`src/rtl/mem_bus_stage.sv`:
```
// MEM pipeline stage: passes non-memory ops straight through and runs a
// req/ack data-bus transaction for loads and stores, stalling the pipeline
// until the transfer completes, aborts on timeout, or is rejected as misaligned.
module mem_bus_stage #(
  parameter int CNT_W   = 8,
  parameter int TIMEOUT = 255
) (
  input  logic        clk,
  input  logic        rst,
  input  logic        mem_valid_i,
  input  logic [4:0]  mem_wd_i,
  input  logic        mem_wreg_i,
  input  logic [31:0] mem_wdata_i,
  input  logic [7:0]  mem_aluop_i,
  input  logic [31:0] mem_addr_i,
  input  logic [31:0] mem_reg2_i,
  output logic        dbus_req_o,
  output logic        dbus_we_o,
  output logic [31:0] dbus_addr_o,
  output logic [3:0]  dbus_sel_o,
  output logic [31:0] dbus_wdata_o,
  input  logic [31:0] dbus_rdata_i,
  input  logic        dbus_ack_i,
  output logic [4:0]  wb_wd_o,
  output logic        wb_wreg_o,
  output logic [31:0] wb_wdata_o,
  output logic        stallreq_o,
  output logic        misalign_o,
  output logic        timeout_o
);

  localparam logic [7:0] OP_LB  = 8'hE0;
  localparam logic [7:0] OP_LBU = 8'hE4;
  localparam logic [7:0] OP_LH  = 8'hE1;
  localparam logic [7:0] OP_LHU = 8'hE5;
  localparam logic [7:0] OP_LW  = 8'hE3;
  localparam logic [7:0] OP_SB  = 8'hE8;
  localparam logic [7:0] OP_SH  = 8'hE9;
  localparam logic [7:0] OP_SW  = 8'hEB;

  localparam logic [CNT_W-1:0] TO_LAST = CNT_W'(TIMEOUT - 1);

  typedef enum logic [1:0] {
    IDLE,
    BUSY,
    DONE
  } state_t;

  state_t           state;
  logic [CNT_W-1:0] cnt;
  logic [31:0]      data_q;
  logic             to_q;
  logic             ld_q;

  logic        is_load;
  logic        is_store;
  logic        sz_half;
  logic        sz_word;
  logic        ld_signed;
  logic        mem_op;
  logic        misal;
  logic [3:0]  sel_n;
  logic [31:0] wdata_n;
  logic [31:0] ld_fmt;
  logic [7:0]  byte_v;
  logic [15:0] half_v;

  // Classify the opcode into load/store and access size.
  always_comb begin
    is_load   = 1'b0;
    is_store  = 1'b0;
    sz_half   = 1'b0;
    sz_word   = 1'b0;
    ld_signed = 1'b0;
    case (mem_aluop_i)
      OP_LB:  begin is_load = 1'b1; ld_signed = 1'b1; end
      OP_LBU: is_load = 1'b1;
      OP_LH:  begin is_load = 1'b1; sz_half = 1'b1; ld_signed = 1'b1; end
      OP_LHU: begin is_load = 1'b1; sz_half = 1'b1; end
      OP_LW:  begin is_load = 1'b1; sz_word = 1'b1; end
      OP_SB:  is_store = 1'b1;
      OP_SH:  begin is_store = 1'b1; sz_half = 1'b1; end
      OP_SW:  begin is_store = 1'b1; sz_word = 1'b1; end
      default: ;
    endcase
  end

  assign mem_op = mem_valid_i & (is_load | is_store);
  assign misal  = (sz_half & mem_addr_i[0]) | (sz_word & (mem_addr_i[1:0] != 2'b00));

  // Store byte-lane enables and replicated write data (big-endian lanes).
  always_comb begin
    sel_n   = 4'b1111;
    wdata_n = '0;
    if (is_store) begin
      if (sz_word) begin
        wdata_n = mem_reg2_i;
      end else if (sz_half) begin
        sel_n   = mem_addr_i[1] ? 4'b0011 : 4'b1100;
        wdata_n = {2{mem_reg2_i[15:0]}};
      end else begin
        sel_n   = 4'b1000 >> mem_addr_i[1:0];
        wdata_n = {4{mem_reg2_i[7:0]}};
      end
    end
  end

  // Extract and extend load data; opcode/address are held stable while stalled.
  always_comb begin
    case (mem_addr_i[1:0])
      2'd0:    byte_v = dbus_rdata_i[31:24];
      2'd1:    byte_v = dbus_rdata_i[23:16];
      2'd2:    byte_v = dbus_rdata_i[15:8];
      default: byte_v = dbus_rdata_i[7:0];
    endcase
    half_v = mem_addr_i[1] ? dbus_rdata_i[15:0] : dbus_rdata_i[31:16];
    if (sz_word) begin
      ld_fmt = dbus_rdata_i;
    end else if (sz_half) begin
      ld_fmt = {{16{ld_signed & half_v[15]}}, half_v};
    end else begin
      ld_fmt = {{24{ld_signed & byte_v[7]}}, byte_v};
    end
  end

  // Bus transaction sequencer with registered bus outputs and timeout counter.
  always_ff @(posedge clk) begin
    if (!rst) begin
      state        <= IDLE;
      cnt          <= '0;
      data_q       <= '0;
      to_q         <= 1'b0;
      ld_q         <= 1'b0;
      dbus_req_o   <= 1'b0;
      dbus_we_o    <= 1'b0;
      dbus_addr_o  <= '0;
      dbus_sel_o   <= '0;
      dbus_wdata_o <= '0;
    end else begin
      case (state)
        IDLE: begin
          if (mem_op && !misal) begin
            dbus_req_o   <= 1'b1;
            dbus_we_o    <= is_store;
            dbus_addr_o  <= {mem_addr_i[31:2], 2'b00};
            dbus_sel_o   <= sel_n;
            dbus_wdata_o <= wdata_n;
            ld_q         <= is_load;
            cnt          <= '0;
            state        <= BUSY;
          end
        end
        BUSY: begin
          if (dbus_ack_i) begin
            data_q     <= ld_q ? ld_fmt : '0;
            dbus_req_o <= 1'b0;
            state      <= DONE;
          end else if (cnt == TO_LAST) begin
            data_q     <= '0;
            dbus_req_o <= 1'b0;
            to_q       <= 1'b1;
            state      <= DONE;
          end else begin
            cnt <= cnt + 1'b1;
          end
        end
        DONE: begin
          cnt   <= '0;
          to_q  <= 1'b0;
          state <= IDLE;
        end
        default: state <= IDLE;
      endcase
    end
  end

  // Writeback, stall and status outputs; all forced low while in reset.
  always_comb begin
    wb_wd_o    = '0;
    wb_wreg_o  = 1'b0;
    wb_wdata_o = '0;
    stallreq_o = 1'b0;
    misalign_o = 1'b0;
    timeout_o  = 1'b0;
    if (rst) begin
      case (state)
        IDLE: begin
          if (!mem_op) begin
            wb_wd_o    = mem_wd_i;
            wb_wreg_o  = mem_wreg_i;
            wb_wdata_o = mem_wdata_i;
          end else if (misal) begin
            wb_wd_o    = mem_wd_i;
            misalign_o = 1'b1;
          end else begin
            stallreq_o = 1'b1;
          end
        end
        BUSY: begin
          wb_wd_o    = mem_wd_i;
          stallreq_o = 1'b1;
        end
        DONE: begin
          wb_wd_o    = mem_wd_i;
          wb_wreg_o  = ld_q & ~to_q;
          wb_wdata_o = data_q;
          timeout_o  = to_q;
        end
        default: ;
      endcase
    end
  end

endmodule
```
`config.mk`:
```
export PLATFORM = sky130hd
export DESIGN_NAME = mem_bus_stage
export DESIGN_NICKNAME = d
export VERILOG_FILES = /design/src/rtl/mem_bus_stage.sv
export SDC_FILE = /design/constraint.sdc
export NUM_CORES = 1
export LEC_CHECK = 0
export ABC_AREA = 1
export BUFFER_PORTS_ARGS = -buffer_cell sky130_fd_sc_hd__buf_4
export CAP_MARGIN = 40
export CORE_MARGIN = 2
export CORE_UTILIZATION = 45
export CTS_BUF_LIST = sky130_fd_sc_hd__clkbuf_4 sky130_fd_sc_hd__clkbuf_8
export CTS_CLUSTER_DIAMETER = 200
export CTS_CLUSTER_SIZE = 10
export DETAILED_ROUTE_END_ITERATION = 8
export GPL_ROUTABILITY_DRIVEN = 0
export GPL_TIMING_DRIVEN = 0
export PLACE_DENSITY = 0.84
export SLEW_MARGIN = 40
export SYNTH_ARGS = -nofsm -noshare
export SYNTH_HDL_FRONTEND = slang
export SYNTH_SLANG_ARGS = --single-unit
export TNS_END_PERCENT = 50
```
`constraint.sdc`:
```
create_clock -name clk -period 1.57 [get_ports clk]
set_input_delay 0.0785 -clock clk [delete_from_list [all_inputs] [get_ports clk]]
set_output_delay 0.0785 -clock clk [all_outputs]
set_load 0.02 [all_outputs]
```
# Word-level counts from Yosys, hierarchy flattened
# Cells that the tools add are included.
dict set report word_totals {
  reg_bits 112
  wordCells 114
  in_bits 146
  output_inout_bits 111
}
dict set report op_classes {
  n_eq_ne 18
  n_bitwise 9
  shift 1
  mux 54
  n_reduce_logical 21
  addsub 1
}
# cell count
set op_table {}
lappend op_table {{$mux 32} 10}
lappend op_table {{$eq 8x8->1 const B} 9}
lappend op_table {{$pmux 32 s2} 1}
lappend op_table {{$pmux 8 s3} 2}
lappend op_table {{$mux 8} 3}
lappend op_table {{$mux 1} 21}
lappend op_table {{$mux 16} 1}
lappend op_table {{$mux 4} 4}
lappend op_table {{$mux 5} 3}
lappend op_table {{$pmux 5 s2} 1}
lappend op_table {{$add 8x1->8 const B} 1}
lappend op_table {{$ne 2x2->1 const B} 4}
lappend op_table {{$pmux 1 s2} 4}
lappend op_table {{$reduce_bool 2->1} 4}
lappend op_table {{$and 1x1->1} 6}
lappend op_table {{$mux 2} 3}
lappend op_table {{$reduce_and 2->1} 3}
lappend op_table {{$reduce_and 3->1} 2}
lappend op_table {{$reduce_or 2->1} 3}
lappend op_table {{$reduce_or 3->1} 2}
lappend op_table {{$reduce_or 5->1} 1}
lappend op_table {{$eq 2x1->1 const B} 2}
lappend op_table {{$eq 2x2->1 const B} 2}
lappend op_table {{$logic_not 2->1} 2}
lappend op_table {{9 further kinds} 10}

# Logic depth before layout (Yosys ltp)
# Gate-level depths: netlist of run 1.
dict set report logic_depth {
  ltp_word 9
  depth_mapped 12
}

# Worst setup path after synthesis of run 1
# No wires, ideal clock.
dict set report synth_timing {
  path_kind {reg-to-reg}
  from {register state[1]}
  to {register cnt[6]}
  stages_incl_launch_ff 11
  setup_time_ns 0.113
  synth_period_minus_slack_ns 1.744
  required_time_ns 1.457
  setup_slack_ns -0.174
  arrival_ns 1.632
  cell_sequence {dfxtp_1 inv_1 ha_1 clkinv_1 o21ai_0 nor2_1 nand3_1 buf_4 nand2_1 nand2_1 nor2_1}
}
dict set report synth_between {
  elab_chain_len 3
}
# element line_no
set synth_lines {}
lappend synth_lines {{from (decl)} 49} ;# state_t state;
lappend synth_lines {{from (signal assigned)} 129} ;# state <= IDLE;
lappend synth_lines {{from (signal assigned)} 150} ;# state <= BUSY;
lappend synth_lines {{from (signal assigned)} 157} ;# state <= DONE;
lappend synth_lines {{$eq 2x1->1 (tied with other cells)} 140} ;# case (state)
lappend synth_lines {{$ne 2x2->1 (no source line) or $reduce_bool 3->1 (tied branches)} --}
lappend synth_lines {{$reduce_and 4->1 (no source line)} --}
lappend synth_lines {{to (signal assigned)} 164} ;# cnt <= cnt + 1'b1;
lappend synth_lines {{to (decl)} 50} ;# logic [CNT_W-1:0] cnt;
# Parallel ways exist; a longest one is shown, timed or not.
# A chain may end at the register's enable or synchronous reset.

# Worst setup path in the final report of run 1
dict set report layout_timing {
  from {register state[0]}
  to {output wb_wdata_o[25]}
}
dict set report layout_between {
  elab_chain_len 3
}
# element line_no
set layout_lines {}
lappend layout_lines {{$eq 2x2->1 or $logic_not 2->1 (tied branches)} 186} ;# case (state)
lappend layout_lines {{$pmux 32 s2 (*)} 186}
lappend layout_lines {{$mux 32 (*)} 185} ;# if (rst) begin
lappend layout_lines {{to (decl)} 26} ;# output logic [31:0] wb_wdata_o,
# Mark *: on every way between the ends. The rest lies on a longest branch, timed or not.

==> results.md, run 1 <==
• end of the worst register-to-register path: cnt[1]
• antenna violations before repair: 1
• remaining max-slew budget at the tightest pin: 29.5%
• time the final worst path needs with I/O delays and setup: 1.90 ns
• total of flip-flops plus latches after synthesis: 112
• max capacitance violation total: 0
• fmax: 527 MHz
• Iter 0 DRT Violations: 687
• share of layout cells above drive strength 1: 39.2%
• Hold Path Class: in -> reg
• type of destination of the critical path: primary output
• Top Usage Layer GRT: met2
• half-perimeter wire length after placement: 16400 um
• worst clock skew: 0.0245 ns
• mean instance size in the synthesized netlist: 6.20 um^2
• number of cells on the worst reg-to-reg path: 11
• insertion delay to the later sink of the worst-skew pair: 0.42 ns
• HP Start: dbus_rdata_i[2]
• Chip Height: 121 um
• number of global-route vias before repair: 7623
• sink of the worst hold path: data_q[2]
• clock sink count: 112
• power after layout: 5.93 mW
• Synth Warn #: 0
• fill count: 924
• die area: 0.0146 mm^2
• first-pass GRT wire length: 37100 um
• remaining number of nets flagged by the antenna check after routing: 0
• growth of design area from synthesis to finish: 67.7%
• top fanout value on the critical path: 5
• met2 usage: 55.7%
• instance count along the most critical hold path: 5
• met3 track demand over resource: 7.10%
• data required time at the worst endpoint: 1.49 ns
• outcome: complete, but fails checks
• share of the cycle needed by the critical path after routing: 121%
• number of instances in the placed design: 1423
• Port Buffers: 253
• global routing usage summed across all routing layers: 32.0%
• total power per unit cell area: 575 mW/mm^2
• count of endpoints failing setup in the final report: 142
• setup repair after global routing missed its margin: true
• static power due to leakage: 4.79 nW
• area of the mapped netlist: 0.00615 mm^2
• vias: 8389
• fin nets: 1494
• worst path arrival time: 1.82 ns
• final cell count without fillers: 1524
• starting density of the core: 46.3%
• Max VDD drop: 0.550 mV
• Std-Cell Core Area: 0.0133 mm^2
• drt total wl: 27100 um
• site row count: 42
• number of distinct library cells after synthesis: 30
• number of instances in the synthesized netlist: 993
• sequential cell area fraction in the yosys report: 36.4%
• type of the worst setup path: reg -> out
• ratio of routed vias to standard cells: 5.50
• clock edge transition at the registers on the reported setup and hold paths: 0.12 ns
• largest net degree at the start of global routing: 22
• iteration count of the initial detailed-routing pass: 5
• grt ovf: 0
• number of buffers between clock root and the deepest sink: 2
• routed wirelength normalized by instance count: 17.8 um
• I/O pin cnt: 257
• actual slew at the worst max-slew pin: 1.06 ns
• clock tree from TritonCTS: yes
• H-tree Lvls: 3
• Horiz. Die Dim: 121 um
• setup ws final: -0.328 ns
• failing checks: setup timing
• worst setup slack for register-to-register paths: -0.19 ns
• critical path launch point type: flop
• Num CTS Buffers: 9
• global routing met1 resource utilization: 37.7%
• Clock Tree Root: clkbuf_8
• launch instance of the worst register-to-register path: state[0]
• Pins Over Slew Limit: 0
• final hold violations: 0
• # DRC: 0
metrics by stage:
step	worst slack, ns	hold slack, ns	setup TNS (ns)	util [%]	instance area [um^2]
floorplan	-0.0644	0.213	-1.60	-	6180
global placement	-0.509	0.297	-43.44	62.4	8300
detailed placement	-0.557	0.308	-47.82	62.4	8300
CTS	-0.308	0.00496	-11.36	70.6	9390
global route	-0.382	0.0483	-27.42	77.6	10300
finish	-0.328	0.0149	-19.94	77.6	10300
worst max-delay path, cell delays in order (launching register included):
cell        delay, ns
dfxtp_4          0.38
inv_4            0.06
ha_4             0.19
nand2_8          0.07
clkinvlp_4       0.08
buf_6            0.14
buf_6            0.14
nand2_1          0.07
a21oi_2          0.14
buf_6            0.14
routing by layer:
| layer | vias up | routed length (um) | share of wire (%) |
|---|---|---|---|
| met3 | 106 | 2870 | 11 |
| met2 | 555 | 13200 | 49 |
| met5 | - | 0 | 0 |
| li1 | 3871 | - | - |
| met4 | 0 | 1310 | 4.8 |
| met1 | 3857 | 9690 | 36 |
what timing repair did:
item	CTS	global route
setup buffers	20	21
pin swaps	12	47
gates cloned	3	7
hold endpoints to repair	38	0
setup endpoints to repair	150	144
hold buffers	38	0
gates resized for setup	105	228
sequential cells by signal, summed over array words and instances, names as in the netlist:
signal / flops
ld_q: 1
dbus_addr_o: 30
dbus_req_o: 1
data_q: 32
to_q: 1
dbus_sel_o: 4
state: 2
dbus_we_o: 1
cnt: 8
dbus_wdata_o: 32
where the power goes:
group	switching, mW	leakage (nW)	total [mW]	internal [mW]
Sequential	0.0132	0.905	2.87	2.85
Clock	1.22	0.0991	1.84	0.629
Combinational	0.634	3.78	1.22	0.584
Total	1.86	4.79	5.93	4.07
final cells by class:
class	instances	area, um^2	area share (%)
Inverter	80	328	3.18
Buffer	56	452	4.38
Antenna cell	1	2.50	0.0243
Timing Repair Buffer	340	2900	28.1
Multi-Input combinational cell	743	3980	38.5
Tap cell	176	220	2.13
Clock buffer	9	124	1.20
Sequential cell	112	2250	21.8
Clock inverter	7	66.3	0.643
cells in the final DEF, fill, tap and decap left out, types with 3 or more instances in the layout:
master,count
a21oi_1,55
a21oi_2,71
buf_12,4
buf_2,7
buf_4,262
buf_6,43
buf_8,11
clkbuf_1,21
clkbuf_16,5
clkbuf_8,10
dfxtp_1,109
dlygate4sd3_1,38
ha_4,3
inv_1,66
inv_2,6
inv_4,3
inv_6,4
nand2_1,268
nand2_2,32
nand2_4,11
nand3_1,70
nand3_4,3
nand3b_1,3
nand4_1,6
nor2_1,104
nor2_2,12
nor2_4,10
o21ai_0,42
o21ai_1,24
o21ai_2,8
xor2_1,3
cell usage after synthesis:
master	count	area, um^2
a21oi_1	127	636
a21oi_2	1	8.76
buf_1	1	3.75
buf_2	14	70.1
buf_4	8	60.1
buf_6	3	33.8
clkbuf_1	33	124
clkinv_1	3	11.3
conb_1	1	3.75
dfxtp_1	112	2240
ha_1	6	75.1
inv_1	73	274
inv_2	4	15.0
nand2_1	307	1150
nand2_2	4	25.0
nand2_4	1	11.3
nand3_1	72	360
nand3_2	3	30.0
nand3b_1	3	22.5
nand4_1	6	37.5
nor2_1	120	450
nor2_2	2	12.5
nor2_4	4	45.0
nor3_1	4	20.0
o21a_1	1	7.51
o21ai_0	74	370
o21ai_2	1	8.76
or2_2	1	6.26
xnor2_1	1	8.76
xor2_1	3	26.3
kinds of logic (layout without fill, tap and decap cells):
group / Yosys count / in the layout / share of synthesized area (%)
flops: 112 / 112 / 36.4
buf+inv: 139 / 492 / 9.62
compound gates: 204 / 204 / 16.8
simple gates: 527 / 527 / 35.3
fa+ha+maj: 6 / 6 / 1.22
xor+xnor: 4 / 4 / 0.570
other cells: 1 / 3 / 0.0610
worst max path at each step:
stage | end | cells after the start | startpoint
3_5_place_dp | wb_wdata_o[5] | 13 | mem_aluop_i[4]
5_1_grt | wb_wdata_o[10] | 9 | state[0]
4_1_cts | wb_wdata_o[6] | 9 | state[1]
3_3_place_gp | wb_wdata_o[5] | 13 | mem_aluop_i[4]
2_1_floorplan | stallreq_o | 8 | state[0]
6_report | wb_wdata_o[25] | 9 | state[0]
(Power assumes the default switching activity.)
==> run 2: changes to the inputs <==
CORE_MARGIN = 5   (was 2)
PLACE_DENSITY = 0.79   (was 0.84)
==> results.md, run 2 (synthesis gave the netlist of run 1 again) <==
• most common library cell in the layout ignoring fill and taps: nand2_1
• actual slew at the worst max-slew pin: 0.626 ns
• global routing usage summed across all routing layers: 28.4%
• fin nets: 1460
• launch instance of the worst register-to-register path: state[0]
• type of the worst setup path: reg -> out
• fmax: 538 MHz
• ratio of routed vias to standard cells: 5.13
• starting density of the core: 46.1%
• end of the worst register-to-register path: dbus_addr_o[26]
• Seq pwr share: 49.6%
• Std-Cell Core Area: 0.0133 mm^2
• setup repair after global routing missed its margin: true
• number of global-route vias before repair: 7418
• failing checks: setup timing
• grt ovf: 0
• HP Start: dbus_rdata_i[1]
• Logic pwr share: 19.1%
• die area: 0.0161 mm^2
• Horiz. Die Dim: 127 um
• number of cells on the worst reg-to-reg path: 10
• clock tree from TritonCTS: yes
• I/O pin cnt: 257
• worst setup slack for register-to-register paths: -0.18 ns
• Max VDD drop: 0.601 mV
• clock sink count: 112
• biggest registers after layout: data_q (32), dbus_wdata_o (32), dbus_addr_o (30)
• share of layout cells above drive strength 1: 30.5%
• # DRC: 0
• Num CTS Buffers: 9
• routed wirelength normalized by instance count: 16.0 um
• data required time at the worst endpoint: 1.49 ns
• Iter 0 DRT Violations: 580
• outcome: complete, but fails checks
• growth of design area from synthesis to finish: 52.5%
• sink of the worst hold path: data_q[1]
• first-pass GRT wire length: 37200 um
• largest net degree at the start of global routing: 21
• antenna violations before repair: 0
• top fanout value on the critical path: 4
• half-perimeter wire length after placement: 17200 um
• fill count: 1140
• final hold violations: 0
• time the final worst path needs with I/O delays and setup: 1.86 ns
• Chip Height: 127 um
• Switching Share: 29.7%
• Power Internal: 4.06 mW
• drt total wl: 23900 um
• proportion of power drawn by the clock network: 31.3%
• Clock Tree Root: clkbuf_8
• number of buffers between clock root and the deepest sink: 2
• Hold Path Class: in -> reg
• worst path arrival time: 1.78 ns
• final core area utilization: 70.3%
• remaining max-slew budget at the tightest pin: 58.2%
• worst clock skew: 0.0101 ns
• critical path launch point type: flop
• vias: 7640
• commonest cells after routing, fill and taps aside: nand2_1, buf_4, nor2_1
• iteration count of the initial detailed-routing pass: 5
• Post-Route Setup TNS: -19.18 ns
• Port Buffers: 253
• total power per unit cell area: 616 mW/mm^2
• P_sw: 1.72 mW
• share of the cycle needed by the critical path after routing: 118%
• instance count along the most critical hold path: 5
• Pins Over Slew Limit: 0
• clock edge transition at the registers on the reported setup and hold paths: 0.12 ns
• max capacitance violation total: 0
• count of endpoints failing setup in the final report: 125
• antenna diode count: 0
• site row count: 42
• type of destination of the critical path: primary output
• H-tree Lvls: 3
• static power due to leakage: 4.50 nW
• remaining number of nets flagged by the antenna check after routing: 0
• insertion delay to the later sink of the worst-skew pair: 0.40 ns
• setup ws final: -0.288 ns
run 2: metal layers:
metal	vias to the layer above	share of wire [%]	routed length [um]	global-route usage [%]
met4	0	3.2	771	11.5
li1	3797	-	-	-
met2	363	48	11400	48.4
met1	3421	39	9280	33.3
met5	-	0	0	0
met3	59	10	2420	8.74
run 2: final cells by class:
| type | count | area [um^2] | area share [%] |
|---|---|---|---|
| clock buffer | 10 | 138 | 1.47 |
| inverter | 80 | 323 | 3.44 |
| clock inverter | 6 | 60.1 | 0.640 |
| multi-input combinational | 743 | 3580 | 38.2 |
| sequential | 112 | 2250 | 24.0 |
| timing repair buffer | 305 | 2430 | 25.9 |
| buffer | 57 | 385 | 4.11 |
| tap | 176 | 220 | 2.35 |
run 2: power by group through the flow:
stage          Sequential [mW]  Combinational (mW)  Clock (mW)
2_1_floorplan             2.95               0.401           0
3_3_place_gp              2.93               0.932           0
3_5_place_dp              2.93               0.938           0
4_1_cts                   2.87                1.07        1.83
5_1_grt                   2.87                1.19        1.93
6_report                  2.87                1.11        1.81
run 2: worst max-delay path by stage:
stage                           endpoint  cells after the start  slack, ns            from
after global placement    wb_wdata_o[18]                     13      -0.48  mem_aluop_i[4]
after detailed placement      data_q[27]                      9      -0.50        state[1]
after CTS                     stallreq_o                      8      -0.30        state[0]
after floorplan               stallreq_o                      8      -0.06        state[0]
final                         stallreq_o                      8      -0.29        state[0]
after global routing      wb_wdata_o[26]                      8      -0.34        state[0]
run 2: stage by stage:
stage | power (mW) | area, um^2 | hold WS (ns) | instances | setup WS, ns
floorplan | 3.35 | 6180 | 0.213 | 994 | -0.0644
global placement | 3.86 | 8300 | 0.300 | 1423 | -0.484
detailed placement | 3.87 | 8300 | 0.307 | 1423 | -0.504
CTS | 5.76 | 9270 | 0.0113 | 1485 | -0.296
global route | 5.99 | 9380 | 0.0417 | 1489 | -0.343
finish | 5.78 | 9380 | 0.0226 | 1489 | -0.288
run 2: worst max-delay path, stage by stage (launching register included):
cell and delay [ns]:
dfxtp_2 0.37, inv_4 0.08, ha_4 0.22, nand3_4 0.09
nor2_4 0.15, inv_2 0.07, buf_12 0.13, a21oi_2 0.12
buf_6 0.14
run 2: what timing repair did:
action	CTS	global route
pin swaps	20	5
setup endpoints to repair	152	152
hold endpoints to repair	38	0
hold buffers	38	0
resized for setup	105	28
setup buffers	8	4
cloned	2	0
